`src/rtl/field_load_sequencer.sv`:
```
// Write scheduler for a bank of enable-loaded field registers: arbitrates a full-bank burst
// source against single-field user edits and drives one-hot load enables on a shared data bus.
module field_load_sequencer #(
  parameter int unsigned NFIELDS = 6,
  parameter int unsigned DW      = 8,
  parameter int unsigned AW      = 3
) (
  input  logic               clk_i,
  input  logic               reset_i,
  input  logic               burst_start_i,
  input  logic               burst_valid_i,
  input  logic [DW-1:0]      burst_data_i,
  input  logic               burst_abort_i,
  output logic               burst_ready_o,
  input  logic               usr_req_i,
  input  logic [AW-1:0]      usr_addr_i,
  input  logic [DW-1:0]      usr_data_i,
  output logic               usr_ack_o,
  output logic               usr_err_o,
  output logic [NFIELDS-1:0] wr_en_o,
  output logic [DW-1:0]      wr_data_o,
  output logic               busy_o,
  output logic               done_o
);

  typedef enum logic [1:0] {StIdle, StBurst, StUsrWr, StFin} state_e;

  localparam logic [AW:0] NFieldsC = (AW+1)'(NFIELDS);
  localparam logic [AW:0] LastIdx  = (AW+1)'(NFIELDS - 1);
  localparam logic [AW:0] CntOne   = (AW+1)'(1);

  state_e             state_q, state_d;
  logic [AW:0]        cnt_q, cnt_d;
  logic [NFIELDS-1:0] wr_en_q, wr_en_d;
  logic [DW-1:0]      wr_data_q, wr_data_d;
  logic               usr_ack_q, usr_ack_d;
  logic               usr_err_q, usr_err_d;
  logic               done_q, done_d;
  logic               addr_ok;

  assign addr_ok = ({1'b0, usr_addr_i} < NFieldsC);

  always_comb begin
    state_d   = state_q;
    cnt_d     = cnt_q;
    wr_en_d   = '0;
    wr_data_d = wr_data_q;
    usr_ack_d = 1'b0;
    usr_err_d = 1'b0;
    done_d    = 1'b0;
    unique case (state_q)
      StIdle: begin
        if (burst_start_i) begin
          state_d = StBurst;
          cnt_d   = '0;
        end else if (usr_req_i && !usr_ack_q) begin
          // A request still high while its ack is visible is the same request, not a new one.
          usr_ack_d = 1'b1;
          if (addr_ok) begin
            wr_en_d   = NFIELDS'(1) << usr_addr_i;
            wr_data_d = usr_data_i;
            state_d   = StUsrWr;
          end else begin
            usr_err_d = 1'b1;
          end
        end
      end
      StBurst: begin
        if (burst_abort_i) begin
          state_d = StIdle;
        end else if (burst_valid_i) begin
          wr_en_d   = NFIELDS'(1) << cnt_q;
          wr_data_d = burst_data_i;
          cnt_d     = cnt_q + CntOne;
          if (cnt_q == LastIdx) begin
            done_d  = 1'b1;
            state_d = StFin;
          end
        end
      end
      StUsrWr: state_d = StIdle;
      StFin:   state_d = StIdle;
      default: state_d = StIdle;
    endcase
  end

  always_ff @(posedge clk_i) begin
    if (reset_i) begin
      state_q   <= StIdle;
      cnt_q     <= '0;
      wr_en_q   <= '0;
      wr_data_q <= '0;
      usr_ack_q <= 1'b0;
      usr_err_q <= 1'b0;
      done_q    <= 1'b0;
    end else begin
      state_q   <= state_d;
      cnt_q     <= cnt_d;
      wr_en_q   <= wr_en_d;
      wr_data_q <= wr_data_d;
      usr_ack_q <= usr_ack_d;
      usr_err_q <= usr_err_d;
      done_q    <= done_d;
    end
  end

  assign burst_ready_o = (state_q == StBurst);
  assign busy_o        = (state_q != StIdle);
  assign usr_ack_o     = usr_ack_q;
  assign usr_err_o     = usr_err_q;
  assign wr_en_o       = wr_en_q;
  assign wr_data_o     = wr_data_q;
  assign done_o        = done_q;

endmodule

```
`config.mk`:
```
export PLATFORM = sky130hd
export DESIGN_NAME = field_load_sequencer
export DESIGN_NICKNAME = d
export VERILOG_FILES = /design/src/rtl/field_load_sequencer.sv
export SDC_FILE = /design/constraint.sdc
export NUM_CORES = 1
export LEC_CHECK = 0
export CAP_MARGIN = 20
export CORE_MARGIN = 4
export CORE_UTILIZATION = 43
export CTS_CLUSTER_DIAMETER = 120
export DETAILED_ROUTE_END_ITERATION = 7
export PLACE_DENSITY_LB_ADDON = 0.25
export SYNTH_ARGS = -nofsm -noshare
export SYNTH_HDL_FRONTEND = slang
export SYNTH_SLANG_ARGS = --single-unit
```
`constraint.sdc`:
```
create_clock -name clk_i -period 1.4 [get_ports clk_i]
set_input_delay 0.28 -clock clk_i [delete_from_list [all_inputs] [get_ports clk_i]]
set_output_delay 0.28 -clock clk_i [all_outputs]
set_load 0.05 [all_outputs]
```
==> metrics.txt <==
Mapped Cells=~120; Power Dens Cells=just over 800 nW/um^2; ratio of cells with drive above 1 in the final layout=approximately 36%; first drt pass iteration count=4; PortBufs=between 40 and 50; reg-to-reg endpoint=cnt_q[3]$_SDFFE_PP0P_; Worst Hold Launch=burst_start_i; commonest non-fill, non-tap cells in the layout=23 x clkdlybuf4s50_1, 21 x dfxtp_1, 21 x buf_4, 20 x buf_12, 8 x mux2i_1; DRT iter0 DRCs=39; post-route clock skew=0.002607 ns; EDFF count, synth=0; Yosys cell types=just over 40; GRT overflow=0; DR vias=around 1200; #FFs+latches synth=23; critical path type=reg -> out; wire length per cell=approximately 19 microns; full die area=between 3000 and 4000 sq um; Final Critical Period=between 1 and 1.5 ns; initial antenna violation count=0; startpoint class of the critical path=flop; P&R area growth vs syn=76.21%; Worst-Margin Slew=0.3757 ns; Post-route DRC=0; CP Capture Type=primary output; sequential fraction of the synthesis area=approximately two fifths; die height=between 60 and 70 microns; final WL=roughly 3900 microns; DP HPWL=around 2800 microns; largest net degree at the start of global routing=14; syn nets=about 150; initial core utilization=between 40% and 50%; Critical Path AT=~1.2 ns; Ant. Diodes=0; Netlist Area Pre-Place=1189 sq um; Endpoint, Worst Hold=state_q[0]$_SDFFE_PP0P_; worst hold path class=in -> reg; fin area=roughly 2100 sq um; chip width=around 61 microns; CTS tree=yes; max cap viols=0; GRT Overall Usage=21.14%; Max IR drop VDD=0.0006504 V; # setup viols final=3; global-route wire length before repair=just under 6000 microns; fin crit share=102.1%; area of placed instances=about 1900 sq um; clk slew on worst S/H paths=approximately 0.14 ns; r2r setup slk=0 ns; Worst-Skew Late Latency=0.32 ns; Pwr Total=about 1.7 mW; Final Util=between 80% and 90%; clock buffer depth=2; Final Hold Viols=0; most common cell after layout, fill and taps aside=clkdlybuf4s50_1; number of global-route vias before repair=approximately 1300; H-tree depth reported by CTS=1; Cell Rows=18; Req. time, crit path=about 1.1 ns; cts bufs inserted=3; Worst Path Max Fanout=8; core footprint=2545 sq um; Avg Cell Area, Syn=between 10 and 15 sq um; slack of the critical path=-0.02899 ns; gpl congestion=0.8522; Hold Crit Depth=3; max_slew headroom=between 70% and 80%; clk sink count=23; Worst R2R Path Depth=4; root buf cell=clkbuf_4; RSZ-0062 raised after global routing=true; asr flop ratio synth=0%; # hold bufs at CTS=0; Via density=about 5.9; ys flop type=dfxtp_1; failing checks=negative setup slack; Slew Limit Fails=0; layout net count=211; status=complete, but fails checks; synth warn=0; ANT nets after route=0; Pleak=about 0.83 nW; Reg2Reg Launch Point=state_q[0]$_SDFFE_PP0P_; FMAX=between 600 and 700 MHz; # IOs=44
## state kept, by name, summed over array words and instances (netlist names)
signal     cells
wr_data_o      8
wr_en_o        6
cnt_q          4
state_q        2
done_o         1
usr_ack_o      1
usr_err_o      1
## through the flow
stage	setup TNS [ns]	worst slack (ns)	hold WS, ns	std cells
floorplan	0	0.007444	0.3443	115
global placement	-4.327	-0.2856	0.5214	200
detailed placement	-5.801	-0.4162	0.5588	200
CTS	-0.02609	-0.02609	0.5418	208
global route	-0.3342	-0.06258	0.3651	210
finish	-0.03694	-0.02899	0.3765	210
## critical path, cell delays in order (launching register included)
cell,delay (ns)
dfxtp_4,0.45
nand2b_4,0.20
inv_8,0.05
buf_12,0.14
## final cells by class
type,instances,area (sq um)
Clock buffer,3,22.52
Clock inverter,1,5.005
Fill cell,148,450.4
Inverter,9,41.29
Multi-Input combinational cell,77,696.9
Sequential cell,23,467.9
Tap cell,30,37.54
Timing Repair Buffer,67,823.3
## timing repair
item | CTS | global route
resized for setup | 8 | 12
endpoints found under the setup margin | 5 | 19
cloned | 0 | 0
pin swaps | 1 | 2
setup buffers | 4 | 2
## synth_stat cells, types with 2 or more instances
master	number	area share [%]
inv_1	8	2.5
nand3_1	2	0.84
a211oi_1	8	5.1
nand4_1	4	2.1
nor2b_1	2	1.1
dfxtp_1	23	39
a311oi_1	8	5.9
nand2_1	2	0.63
nor2_1	4	1.3
nand2b_1	2	1.1
and3_1	4	2.1
nor4_1	2	1.1
clkbuf_1	2	0.63
o32ai_1	2	1.5
buf_6	2	1.9
and4_1	2	1.5
mux2i_1	8	6.7
ha_1	5	5.3
nor3_1	2	0.84
a32o_1	2	1.7
## power by group
| group | switching (mW) | internal [mW] |
|---|---|---|
| Combinational | 0.307 | 0.327 |
| Clock | 0.219 | 0.107 |
| Sequential | 0.0458 | 0.686 |
## worst max path at each step
stage	from	end	cells after the start
after floorplan	usr_ack_o$_SDFF_PP0_	wr_data_o[0]$_SDFFE_PP0P_	4
after global placement	burst_start_i	wr_en_o[2]$_SDFF_PP0_	5
after detailed placement	burst_start_i	wr_data_o[6]$_SDFFE_PP0P_	4
after CTS	state_q[0]$_SDFFE_PP0P_	burst_ready_o	4
after global routing	state_q[0]$_SDFFE_PP0P_	burst_ready_o	4
final	state_q[1]$_SDFFE_PP0P_	burst_ready_o	3
## cells by family after synthesis
family          Yosys count  share of synthesized area (%)
fa+ha+maj                 5                          5.263
compound gates           31                          23.69
flops                    23                          38.74
mux                       8                          6.737
simple gates             33                          18.95
buf+inv                  15                          6.632
## layer usage
metal	vias to the layer above	global-route usage (%)	wire length, microns
li1	583	-	-
met1	599	24.74	1608
met2	46	38.93	2026
met3	11	2.979	202
met4	0	7.430	86
met5	-	0	0
(Power assumes the default switching activity.)
